`src/rtl/rk8e_dma_pkg.sv`:
```
// rk8e_dma_pkg: shared CPU major-state codes, DMA FSM encodings and the address incrementer.
// Honours build option RK8E_FIELD_CARRY_EN (address wrap carries into the field).
package rk8e_dma_pkg;

  localparam int MS_W = 5;

  // CPU major states seen on the sequencer state bus
  localparam logic [MS_W-1:0] MS_FETCH = 5'b00001;
  localparam logic [MS_W-1:0] MS_DEFER = 5'b00010;
  localparam logic [MS_W-1:0] MS_EXEC  = 5'b00100;
  localparam logic [MS_W-1:0] MS_DB0   = 5'b01000;
  localparam logic [MS_W-1:0] MS_DB1   = 5'b01001;
  localparam logic [MS_W-1:0] MS_DB2   = 5'b01010;

  typedef enum logic [2:0] {
    DMA_IDLE = 3'd0,
    DMA_FILL = 3'd1,
    DMA_REQ  = 3'd2,
    DMA_BRK  = 3'd3,
    DMA_CAPT = 3'd4,
    DMA_PUSH = 3'd5,
    DMA_ADV  = 3'd6,
    DMA_DONE = 3'd7
  } dma_state_t;

  function automatic logic [14:0] next_addr(input logic [14:0] addr);
    logic [11:0] low_s;
    logic [2:0]  fld_s;
    low_s = addr[11:0] + 12'd1;
`ifdef RK8E_FIELD_CARRY_EN
    fld_s = (low_s == 12'd0) ? (addr[14:12] + 3'd1) : addr[14:12];
`else
    fld_s = addr[14:12];
`endif
    return {fld_s, low_s};
  endfunction

endpackage

```
`src/rtl/rk8e_dma_if.sv`:
```
// rk8e_dma_if: data-break handshake with the CPU/memory-address stage plus the disk-buffer word streams.
interface rk8e_dma_if;
  import rk8e_dma_pkg::*;

  logic [MS_W-1:0] state;
  logic            brk_req;
  logic [14:0]     dmaAddr;
  logic [11:0]     disk2mem;
  logic            to_disk;
  logic [11:0]     mem2disk;
  logic [11:0]     din;
  logic            din_valid;
  logic            din_ready;
  logic [11:0]     dout;
  logic            dout_valid;
  logic            dout_ready;

  modport master (
    input  state, mem2disk, din, din_valid, dout_ready,
    output brk_req, dmaAddr, disk2mem, to_disk, din_ready, dout, dout_valid
  );

  modport slave (
    output state, mem2disk, din, din_valid, dout_ready,
    input  brk_req, dmaAddr, disk2mem, to_disk, din_ready, dout, dout_valid
  );

endinterface

```
`src/rtl/rk8e_dma.sv`:
```
// rk8e_dma: RK8E data-break engine moving one word per CPU break between disk buffer and memory.
// Build option RK8E_FIELD_CARRY_EN makes the 7777->0000 address wrap advance the field.
module rk8e_dma
  import rk8e_dma_pkg::*;
(
  input  logic        clk,
  input  logic        reset,
  input  logic        start,
  input  logic        to_disk_cmd,
  input  logic [14:0] ca_in,
  input  logic [11:0] wc_in,
  rk8e_dma_if.master  bus,
  output logic        busy,
  output logic        done,
  output logic [14:0] ca_out,
  output logic [11:0] wc_out
);

  dma_state_t  state_r;
  dma_state_t  state_nx_s;
  logic [14:0] ca_r;
  logic [11:0] wc_r;
  logic        to_disk_r;
  logic [11:0] disk2mem_r;
  logic [11:0] dout_r;
  logic [14:0] ca_inc_s;
  logic [11:0] wc_inc_s;

  logic brk_req_s, din_ready_s, dout_valid_s, busy_s, done_s;
  logic brk_req_r, din_ready_r, dout_valid_r, busy_r, done_r;

  assign ca_inc_s = next_addr(ca_r);
  assign wc_inc_s = wc_r + 12'd1;

  // State register plus control outputs registered from the next state
  always_ff @(posedge clk) begin
    if (!reset) begin
      state_r      <= DMA_IDLE;
      brk_req_r    <= 1'b0;
      din_ready_r  <= 1'b0;
      dout_valid_r <= 1'b0;
      busy_r       <= 1'b0;
      done_r       <= 1'b0;
    end else begin
      state_r      <= state_nx_s;
      brk_req_r    <= brk_req_s;
      din_ready_r  <= din_ready_s;
      dout_valid_r <= dout_valid_s;
      busy_r       <= busy_s;
      done_r       <= done_s;
    end
  end

  // Next-state decode
  always_comb begin
    state_nx_s = state_r;
    case (state_r)
      DMA_IDLE: begin
        if (start) state_nx_s = to_disk_cmd ? DMA_REQ : DMA_FILL;
        else       state_nx_s = DMA_IDLE;
      end
      DMA_FILL: begin
        if (bus.din_valid && din_ready_r) state_nx_s = DMA_REQ;
        else                              state_nx_s = DMA_FILL;
      end
      DMA_REQ: begin
        if (bus.state == MS_DB0) state_nx_s = DMA_BRK;
        else                     state_nx_s = DMA_REQ;
      end
      DMA_BRK: begin
        if (bus.state == MS_DB2) state_nx_s = to_disk_r ? DMA_CAPT : DMA_ADV;
        else                     state_nx_s = DMA_BRK;
      end
      DMA_CAPT: state_nx_s = DMA_PUSH;
      DMA_PUSH: begin
        if (bus.dout_ready) state_nx_s = DMA_ADV;
        else                state_nx_s = DMA_PUSH;
      end
      DMA_ADV: begin
        if (wc_inc_s == 12'd0) state_nx_s = DMA_DONE;
        else                   state_nx_s = to_disk_r ? DMA_REQ : DMA_FILL;
      end
      DMA_DONE: state_nx_s = DMA_IDLE;
      default:  state_nx_s = DMA_IDLE;
    endcase
  end

  // Control outputs for the state being entered, so the registered copies line up with it
  always_comb begin
    brk_req_s    = (state_nx_s == DMA_REQ);
    din_ready_s  = (state_nx_s == DMA_FILL);
    dout_valid_s = (state_nx_s == DMA_PUSH);
    busy_s       = (state_nx_s != DMA_IDLE);
    done_s       = (state_nx_s == DMA_DONE);
  end

  // Address, count, direction and data holding registers
  always_ff @(posedge clk) begin
    if (!reset) begin
      ca_r       <= 15'd0;
      wc_r       <= 12'd0;
      to_disk_r  <= 1'b0;
      disk2mem_r <= 12'd0;
      dout_r     <= 12'd0;
    end else begin
      case (state_r)
        DMA_IDLE: begin
          if (start) begin
            ca_r      <= ca_in;
            wc_r      <= wc_in;
            to_disk_r <= to_disk_cmd;
          end
        end
        DMA_FILL: begin
          if (bus.din_valid && din_ready_r) disk2mem_r <= bus.din;
        end
        DMA_CAPT: dout_r <= bus.mem2disk;
        DMA_ADV: begin
          ca_r <= ca_inc_s;
          wc_r <= wc_inc_s;
        end
        default: begin
        end
      endcase
    end
  end

  assign bus.brk_req    = brk_req_r;
  assign bus.din_ready  = din_ready_r;
  assign bus.dout_valid = dout_valid_r;
  assign bus.dmaAddr    = ca_r;
  assign bus.disk2mem   = disk2mem_r;
  assign bus.to_disk    = to_disk_r;
  assign bus.dout       = dout_r;
  assign busy           = busy_r;
  assign done           = done_r;
  assign ca_out         = ca_r;
  assign wc_out         = wc_r;

endmodule

```
`src/flat_wrapper.sv`:
```
// flat-port wrapper written by rule: the top's interface ports become plain ports
module rk8e_dma_flat import rk8e_dma_pkg::*;
  (clk, reset, start, to_disk_cmd, ca_in, wc_in, busy, done, ca_out, wc_out, bus_state, bus_mem2disk, bus_din, bus_din_valid, bus_dout_ready, bus_brk_req, bus_dmaAddr, bus_disk2mem, bus_to_disk, bus_din_ready, bus_dout, bus_dout_valid);
  rk8e_dma_if bus_i ();
  input  logic clk;
  input  logic reset;
  input  logic start;
  input  logic to_disk_cmd;
  input  logic [14:0] ca_in;
  input  logic [11:0] wc_in;
  output logic busy;
  output logic done;
  output logic [14:0] ca_out;
  output logic [11:0] wc_out;
  input wire logic [$bits(bus_i.state)-1:0] bus_state;
  input wire logic [$bits(bus_i.mem2disk)-1:0] bus_mem2disk;
  input wire logic [$bits(bus_i.din)-1:0] bus_din;
  input wire logic [$bits(bus_i.din_valid)-1:0] bus_din_valid;
  input wire logic [$bits(bus_i.dout_ready)-1:0] bus_dout_ready;
  output wire logic [$bits(bus_i.brk_req)-1:0] bus_brk_req;
  output wire logic [$bits(bus_i.dmaAddr)-1:0] bus_dmaAddr;
  output wire logic [$bits(bus_i.disk2mem)-1:0] bus_disk2mem;
  output wire logic [$bits(bus_i.to_disk)-1:0] bus_to_disk;
  output wire logic [$bits(bus_i.din_ready)-1:0] bus_din_ready;
  output wire logic [$bits(bus_i.dout)-1:0] bus_dout;
  output wire logic [$bits(bus_i.dout_valid)-1:0] bus_dout_valid;
  assign bus_i.state = bus_state;
  assign bus_i.mem2disk = bus_mem2disk;
  assign bus_i.din = bus_din;
  assign bus_i.din_valid = bus_din_valid;
  assign bus_i.dout_ready = bus_dout_ready;
  assign bus_brk_req = bus_i.brk_req;
  assign bus_dmaAddr = bus_i.dmaAddr;
  assign bus_disk2mem = bus_i.disk2mem;
  assign bus_to_disk = bus_i.to_disk;
  assign bus_din_ready = bus_i.din_ready;
  assign bus_dout = bus_i.dout;
  assign bus_dout_valid = bus_i.dout_valid;
  rk8e_dma u_core (.clk(clk), .reset(reset), .start(start), .to_disk_cmd(to_disk_cmd), .ca_in(ca_in), .wc_in(wc_in), .bus(bus_i), .busy(busy), .done(done), .ca_out(ca_out), .wc_out(wc_out));
endmodule
```
`config.mk`:
```
export PLATFORM = sky130hd
export DESIGN_NAME = rk8e_dma_flat
export DESIGN_NICKNAME = d
export VERILOG_FILES = /design/src/rtl/rk8e_dma_pkg.sv /design/src/rtl/rk8e_dma_if.sv /design/src/rtl/rk8e_dma.sv /design/src/flat_wrapper.sv
export SDC_FILE = /design/constraint.sdc
export NUM_CORES = 1
export LEC_CHECK = 0
export ABC_AREA = 1
export BUFFER_PORTS_ARGS = -buffer_cell sky130_fd_sc_hd__buf_4
export CAP_MARGIN = 20
export CORE_MARGIN = 2
export CORE_UTILIZATION = 50
export CTS_CLUSTER_DIAMETER = 120
export DETAILED_ROUTE_END_ITERATION = 7
export PLACE_DENSITY = 0.84
export REMOVE_ABC_BUFFERS = 1
export SLEW_MARGIN = 40
export SYNTH_ARGS = -nofsm -noshare
export SYNTH_HDL_FRONTEND = slang
export SYNTH_SLANG_ARGS = --single-unit
```
`constraint.sdc`:
```
create_clock -name clk -period 4.16 [get_ports clk]
set_clock_uncertainty 0.05 [all_clocks]
set_input_delay 0.416 -clock clk [delete_from_list [all_inputs] [get_ports clk]]
set_output_delay 0.416 -clock clk [all_outputs]
set_load 0.02 [all_outputs]
```
==> results of run 1 <==
-- where the power goes --
group	total (mW)	switching, mW	internal [mW]
Sequential	0.667	0.0528	0.614
Clock	0.544	0.237	0.308
Combinational	0.350	0.201	0.149
-- stage by stage --
step,instance area (sq um),util,setup slack [ns]
2_1_floorplan,2900,-,2.31
3_3_place_gp,3990,0.670,2.13
3_5_place_dp,3990,0.670,2.04
4_1_cts,4190,0.704,2.00
5_1_grt,4200,0.705,1.82
6_report,4200,0.705,1.96
-- registers in the layout, indices dropped and copies added (netlist names) --
signal                 cells
u_core.bus.din_ready       1
u_core.done                1
u_core.state_r             3
u_core.bus.brk_req         1
u_core.bus.dout_valid      1
u_core.busy                1
u_core.bus.disk2mem       12
u_core.bus.dout           12
u_core.bus.to_disk         1
u_core.bus.dmaAddr        15
u_core.wc_out             12
-- cell families (layout without fill, tap and decap cells) --
| kind of cell | count (synthesis) | after routing | share of synthesized area |
|---|---|---|---|
| AOI/OAI and AO/OA | 96 | 96 | 0.176 |
| adders and majority gates | 2 | 2 | 0.00811 |
| buffers and inverters | 84 | 202 | 0.125 |
| DFF | 60 | 60 | 0.389 |
| and+or+nand+nor | 192 | 192 | 0.302 |
-- final timing paths --
path | startpoint | endpoint | slack, ns | cells after the start
setup / recovery | u_core.state_r[1]$_SDFF_PN0_ | u_core.bus.din_ready$_SDFF_PN0_ | 1.96 | 8
hold / removal | bus_mem2disk[6] | u_core.bus.dout[6]$_SDFFE_PN0P_ | 0.27 | 3
setup reg to reg | u_core.state_r[1]$_SDFF_PN0_ | u_core.bus.din_ready$_SDFF_PN0_ | 1.96 | 8
hold reg to reg | u_core.bus.disk2mem[3]$_SDFFE_PN0P_ | u_core.bus.disk2mem[3]$_SDFFE_PN0P_ | 0.39 | 2
-- synthesized netlist by cell type, types with 2 or more instances --
master / count / share of area
buf_4: 16 / 0.039
nor2_4: 6 / 0.022
o21ai_1: 3 / 0.0049
clkbuf_1: 9 / 0.011
dfxtp_1: 60 / 0.39
o21ai_0: 44 / 0.071
nand2_1: 73 / 0.089
nand2_2: 11 / 0.022
a31oi_1: 9 / 0.018
nor3_1: 3 / 0.0049
nand3_1: 33 / 0.054
nand4_1: 7 / 0.014
nand3b_1: 2 / 0.0049
buf_2: 5 / 0.0081
a221oi_1: 7 / 0.020
nor2_1: 44 / 0.054
a21oi_1: 24 / 0.039
ha_1: 2 / 0.0081
inv_2: 5 / 0.0061
nand3_2: 8 / 0.026
o211ai_1: 5 / 0.012
inv_1: 45 / 0.055
-- critical path, stage by stage (launching register included) --
cell	delay, ns
dfxtp_1	0.45
nand3_2	0.42
inv_2	0.55
nand3_2	0.17
nor2_4	0.15
nand2_4	0.08
nand3_2	0.07
nand2_2	0.06
nor2_1	0.12
-- cell type report --
class,count,area (sq um)
inverters,52,196
clock inverters,4,47.5
fillers,533,1760
repair buffers,134,1010
well taps,75,93.8
flip-flops and latches,60,1200
clock buffers,12,155
multi-input cells,290,1500
-- layer usage --
metal	up-vias	GRT usage	wire length (um)
met5	-	0	0
met4	0	0.128	219
li1	1649	-	-
met2	143	0.441	4590
met3	21	0.0609	600
met1	1554	0.294	3450
==> results.toml, run 1 <==
[synth]
ys_seq_area_frac = 0.389
postSynthCellCount = 434
synth_ff_type = "dfxtp_1"
synthDistinctLibCells = 35
synth-edff-count = 0
ys_ff_latch = 60
syn_area_per_cell_sq_um = 7.11
syn-cell-area_sq_um = 3080
yosysWarnings = 0
async_reset_ff_frac = 0

[final_layout]
syn2layout_area_growth_pct = 36.1
antenna_cells = 0
final_cell_mix = "buf_4, nand2_1, dfxtp_1"
fin_nets = 611
drive_above_1_share = 0.332
finalNonFillerCells = 627
final_common_cell = "buf_4"

[sta]
hold_viol = 0
tightest_slew_ns = 0.812
min_period_over_period = 0.529
slew_viol_final = 0
rsz0062_at_grt = "false"
max_freq_ghz = 0.454
hold_ws_ns = 0.274
fin_setup_tns_ns = 0
max-slew-margin-rel = 0.458
fin_crit_ns = 2.20
setup_viol = 0

[clock_network]
cts_root_buffer = "clkbuf_8"
cts_buffer_depth = 2
cts_tree = "built"
cts_setup_buffers = 0
path_clk_slew_ns = 0.07
cts-hold-fix-buffers = 0
htreeDepth = 3
cts_buffers = 9
clk_latency_ns = 0.34
cts.sinks = 60
cts_resized = 0

[power_and_ir_drop]
ir_worst_vdd_uv = 232
total_power_mw = 1.56
p_leak_nw = 1.91
pwr_density_cell_nw_per_um2 = 372

[drt]
drtIter0Drc = 171
drc_errors = 0
vias = 3367
ant_nets = 0
firstDrtPassIters = 5
avgViaCountPerCell = 5.37
wirelength_um = 8870
post_drt_wl_per_cell_um = 14.1

[min_path]
hp-class = "input port to flip-flop"

[placed_design]
hpwlAfterDp_um = 6250
place.gp.congestion = 0.851
io_buffers = 133
place_inst = 610

[grt]
first_global_vias = 3084
antenna_found_initial = 0
grt_pass1_wl_um = 13400
grt_overflow_total = 0
track_usage = 0.255
grt_max_degree = 36

[floorplanning]
core_region_area_sq_um = 5960
die_h_um = 82.5
placementRows = 28
die_w_um = 82.5
io_pins = 134
start_util = 0.518
dieArea_sq_um = 6810

[setup_path]
cp_max_fo = 28
criticalPathCategory = "flip-flop to flip-flop"
arrival_ns = 2.42
cp_data_required_time_ns = 4.38
end_kind = "flip-flop"
startpoint_type = "flip-flop"

[run]
maxCapViolCount = 0

[run_status]
status = "finished, final reports clean"
(Power assumes the default switching activity.)
==> run 2: changes to the inputs <==
--- a/config.mk
+++ b/config.mk
@@ -5,14 +5,14 @@
 export SDC_FILE = /design/constraint.sdc
 export NUM_CORES = 1
 export LEC_CHECK = 0
-export ABC_AREA = 1
+export ABC_AREA = 0
 export BUFFER_PORTS_ARGS = -buffer_cell sky130_fd_sc_hd__buf_4
 export CAP_MARGIN = 20
 export CORE_MARGIN = 2
-export CORE_UTILIZATION = 50
+export CORE_UTILIZATION = 47
 export CTS_CLUSTER_DIAMETER = 120
 export DETAILED_ROUTE_END_ITERATION = 7
-export PLACE_DENSITY = 0.84
+export PLACE_DENSITY = 0.8
 export REMOVE_ABC_BUFFERS = 1
 export SLEW_MARGIN = 40
 export SYNTH_ARGS = -nofsm -noshare
==> constraint.sdc (replaced) <==
create_clock -name clk -period 2.1 [get_ports clk]
set_clock_uncertainty 0.05 [all_clocks]
set_input_delay 0.21 -clock clk [delete_from_list [all_inputs] [get_ports clk]]
set_output_delay 0.21 -clock clk [all_outputs]
set_load 0.02 [all_outputs]
==> run 2 against run 1 <==
  * Global-route usage is 3.4 points lower
  * Worst setup slack worse by 1.8 ns
  * Register-to-register slack worse by 1.8 ns
  * Critical endpoint unchanged
  * Clock power is 120% higher
  * Worst hold slack worse by 0.21 ns
  * Flip-flop and latch count stayed put
  * Highest routed layer unchanged
  * Core utilization is 3.0 points lower
  * Critical path depth is 3 lower
  * Fmax is 12% higher
  * Die area is 4.1% higher
  * Final area is 0.89% higher
  * Combinational power is 81% higher
  * Largest power group unchanged
  * Largest cell class unchanged
==> results.toml, run 2 <==
[synth]
synth_common_cells = "dfxtp_1, nor2_1, nand2_1"
syn-cell-area_sq_um = 3020
synth_ff_type = "dfxtp_1"
synth.top_cell.area_share = 0.397
ys_seq_area_frac = 0.397
yosysMostFrequentCell = "dfxtp_1"
yosysWarnings = 0
syn_area_per_cell_sq_um = 8.66
synth_top_cell_by_area = "dfxtp_1"
synthDistinctLibCells = 59
synth-edff-count = 0
async_reset_ff_frac = 0
ys_ff_latch = 60
postSynthCellCount = 349
yosys-top-cells-area = "dfxtp_1, mux2i_1, nor2_1, buf_4, a21oi_1"

[drt]
drtIter0Drc = 169
firstDrtPassIters = 7
avgViaCountPerCell = 5.51
wirelength_um = 8050
drc_errors = 0
post_drt_wl_per_cell_um = 14.6
vias = 3029
ant_nets = 0

[final_layout]
final_cell_mix = "buf_4, dfxtp_1, nor2_1"
largest_register_ff_count = 15
antenna_cells = 0
finalInstanceArea_sq_um = 4240
final_common_cell = "buf_4"
drive_above_1_share = 0.368
syn2layout_area_growth_pct = 40.1
fin_nets = 532
utilization = 0.675

[grt]
use_met1 = 0.270
grt_max_degree = 19
antenna_found_initial = 0
grt_overflow_total = 0
grtUsageMet3 = 0.0492
track_usage = 0.222
top_usage_layer = "met2"
first_global_vias = 2896
grt_pass1_wl_um = 12900
grtUsageMet2 = 0.379

[clock_network]
cts-hold-fix-buffers = 0
cts_setup_buffers = 0
cts_buffer_depth = 2
cts_tree = "built"
cts_root_buffer = "clkbuf_8"
cts_buffers = 9
htreeDepth = 3
clk_latency_ns = 0.32
path_clk_slew_ns = 0.07
cts.sinks = 60
cts_resized = 0

[sta]
hold_viol = 0
tightest_slew_ns = 0.558
rsz0062_at_grt = "false"
setup_viol = 0
fin_crit_ns = 1.97
max_freq_ghz = 0.508
fin_setup_tns_ns = 0
min_period_over_period = 0.937
max-slew-margin-rel = 0.623
slew_viol_final = 0

[floorplanning]
dieArea_sq_um = 7090
die_h_um = 84.2
placementRows = 29
io_pins = 134
core_region_area_sq_um = 6280
die_w_um = 84.2
start_util = 0.482

[setup_path]
path_cells = "and4_1 > and2_1 > a31oi_1 > nor4_1 > nor4bb_1"
criticalPathCategory = "flip-flop to flip-flop"
cp_data_required_time_ns = 2.23
startpoint_type = "flip-flop"
end_kind = "flip-flop"
cp_max_fo = 8
arrival_ns = 2.10
cp_slowest_cell = "dfxtp_1"
r2r_setup_slack_ns = 0.13
slowest_delay_ns = 0.46

[run_status]
status = "finished, final reports clean"

[power_and_ir_drop]
p_leak_nw = 1.91
ir_worst_vdd_uv = 467
pwr_density_cell_nw_per_um2 = 739

[placed_design]
io_buffers = 133
place.gp.congestion = 0.839
placed_cell_area_sq_um = 4000
hpwlAfterDp_um = 5970

[run]
maxCapViolCount = 0

[min_path]
hp-class = "input port to flip-flop"
## run 2: cells by family (layout without fill, tap and decap cells)
logic type                 after synthesis  in the layout  synth area share
buffers and inverters                   44            168            0.0840
AOI/OAI and AO/OA                       81             81             0.186
and+or+nand+nor                        136            136             0.239
muxes                                   24             24            0.0795
DFF                                     60             60             0.397
xor gates and xnor gates                 2              2           0.00580
adders and majority gates                2              2           0.00828
## run 2: through the flow
stage               hold slack, ns  total power [mW]  worst slack [ns]  cells
floorplan                    0.267              1.62            -0.759    311
finish                      0.0616              3.13             0.132    550
global placement             0.390              1.94             0.288    534
CTS                         0.0559              3.15             0.155    550
global route                0.0561              3.27            0.0101    550
detailed placement           0.401              1.95             0.178    534
## run 2: final timing paths
path	startpoint	cells past startpoint	end
worst max-delay path	u_core.wc_out[0]$_SDFFE_PN0P_	5	u_core.bus.din_ready$_SDFF_PN0_
worst min-delay path	wc_in[8]	3	u_core.wc_out[8]$_SDFFE_PN0P_
worst max register to register	u_core.wc_out[0]$_SDFFE_PN0P_	5	u_core.bus.din_ready$_SDFF_PN0_
worst min register to register	u_core.bus.dmaAddr[14]$_SDFFE_PN0P_	2	u_core.bus.dmaAddr[14]$_SDFFE_PN0P_
## run 2: layer usage
metal  part of all wire  vias up
met5                  0        -
met2               0.51      123
li1                   -     1491
met1               0.41     1402
met4              0.015        0
met3              0.073       13
## run 2: power breakdown
group | leakage (nW) | internal, mW | total, mW | switching [mW]
clock | 0.122 | 0.762 | 1.20 | 0.439
sequential | 0.489 | 1.20 | 1.30 | 0.0954
combinational | 1.30 | 0.306 | 0.632 | 0.325
total | 1.91 | 2.27 | 3.13 | 0.860
## run 2: layout make-up
class                      instances  area (sq um)
clock buffer                      12           165
clock inverter                     4          70.1
fill                             535          2040
inverter                           6          22.5
multi-input combinational        245          1590
sequential                        60          1200
tap                               77          96.3
timing repair buffer             146          1100
## run 2: critical path, delay by kind of cell, from the launching register on
family,cells,cell delay (ns)
compound gates,1,0.14
simple gates,4,1.17
flops,1,0.46
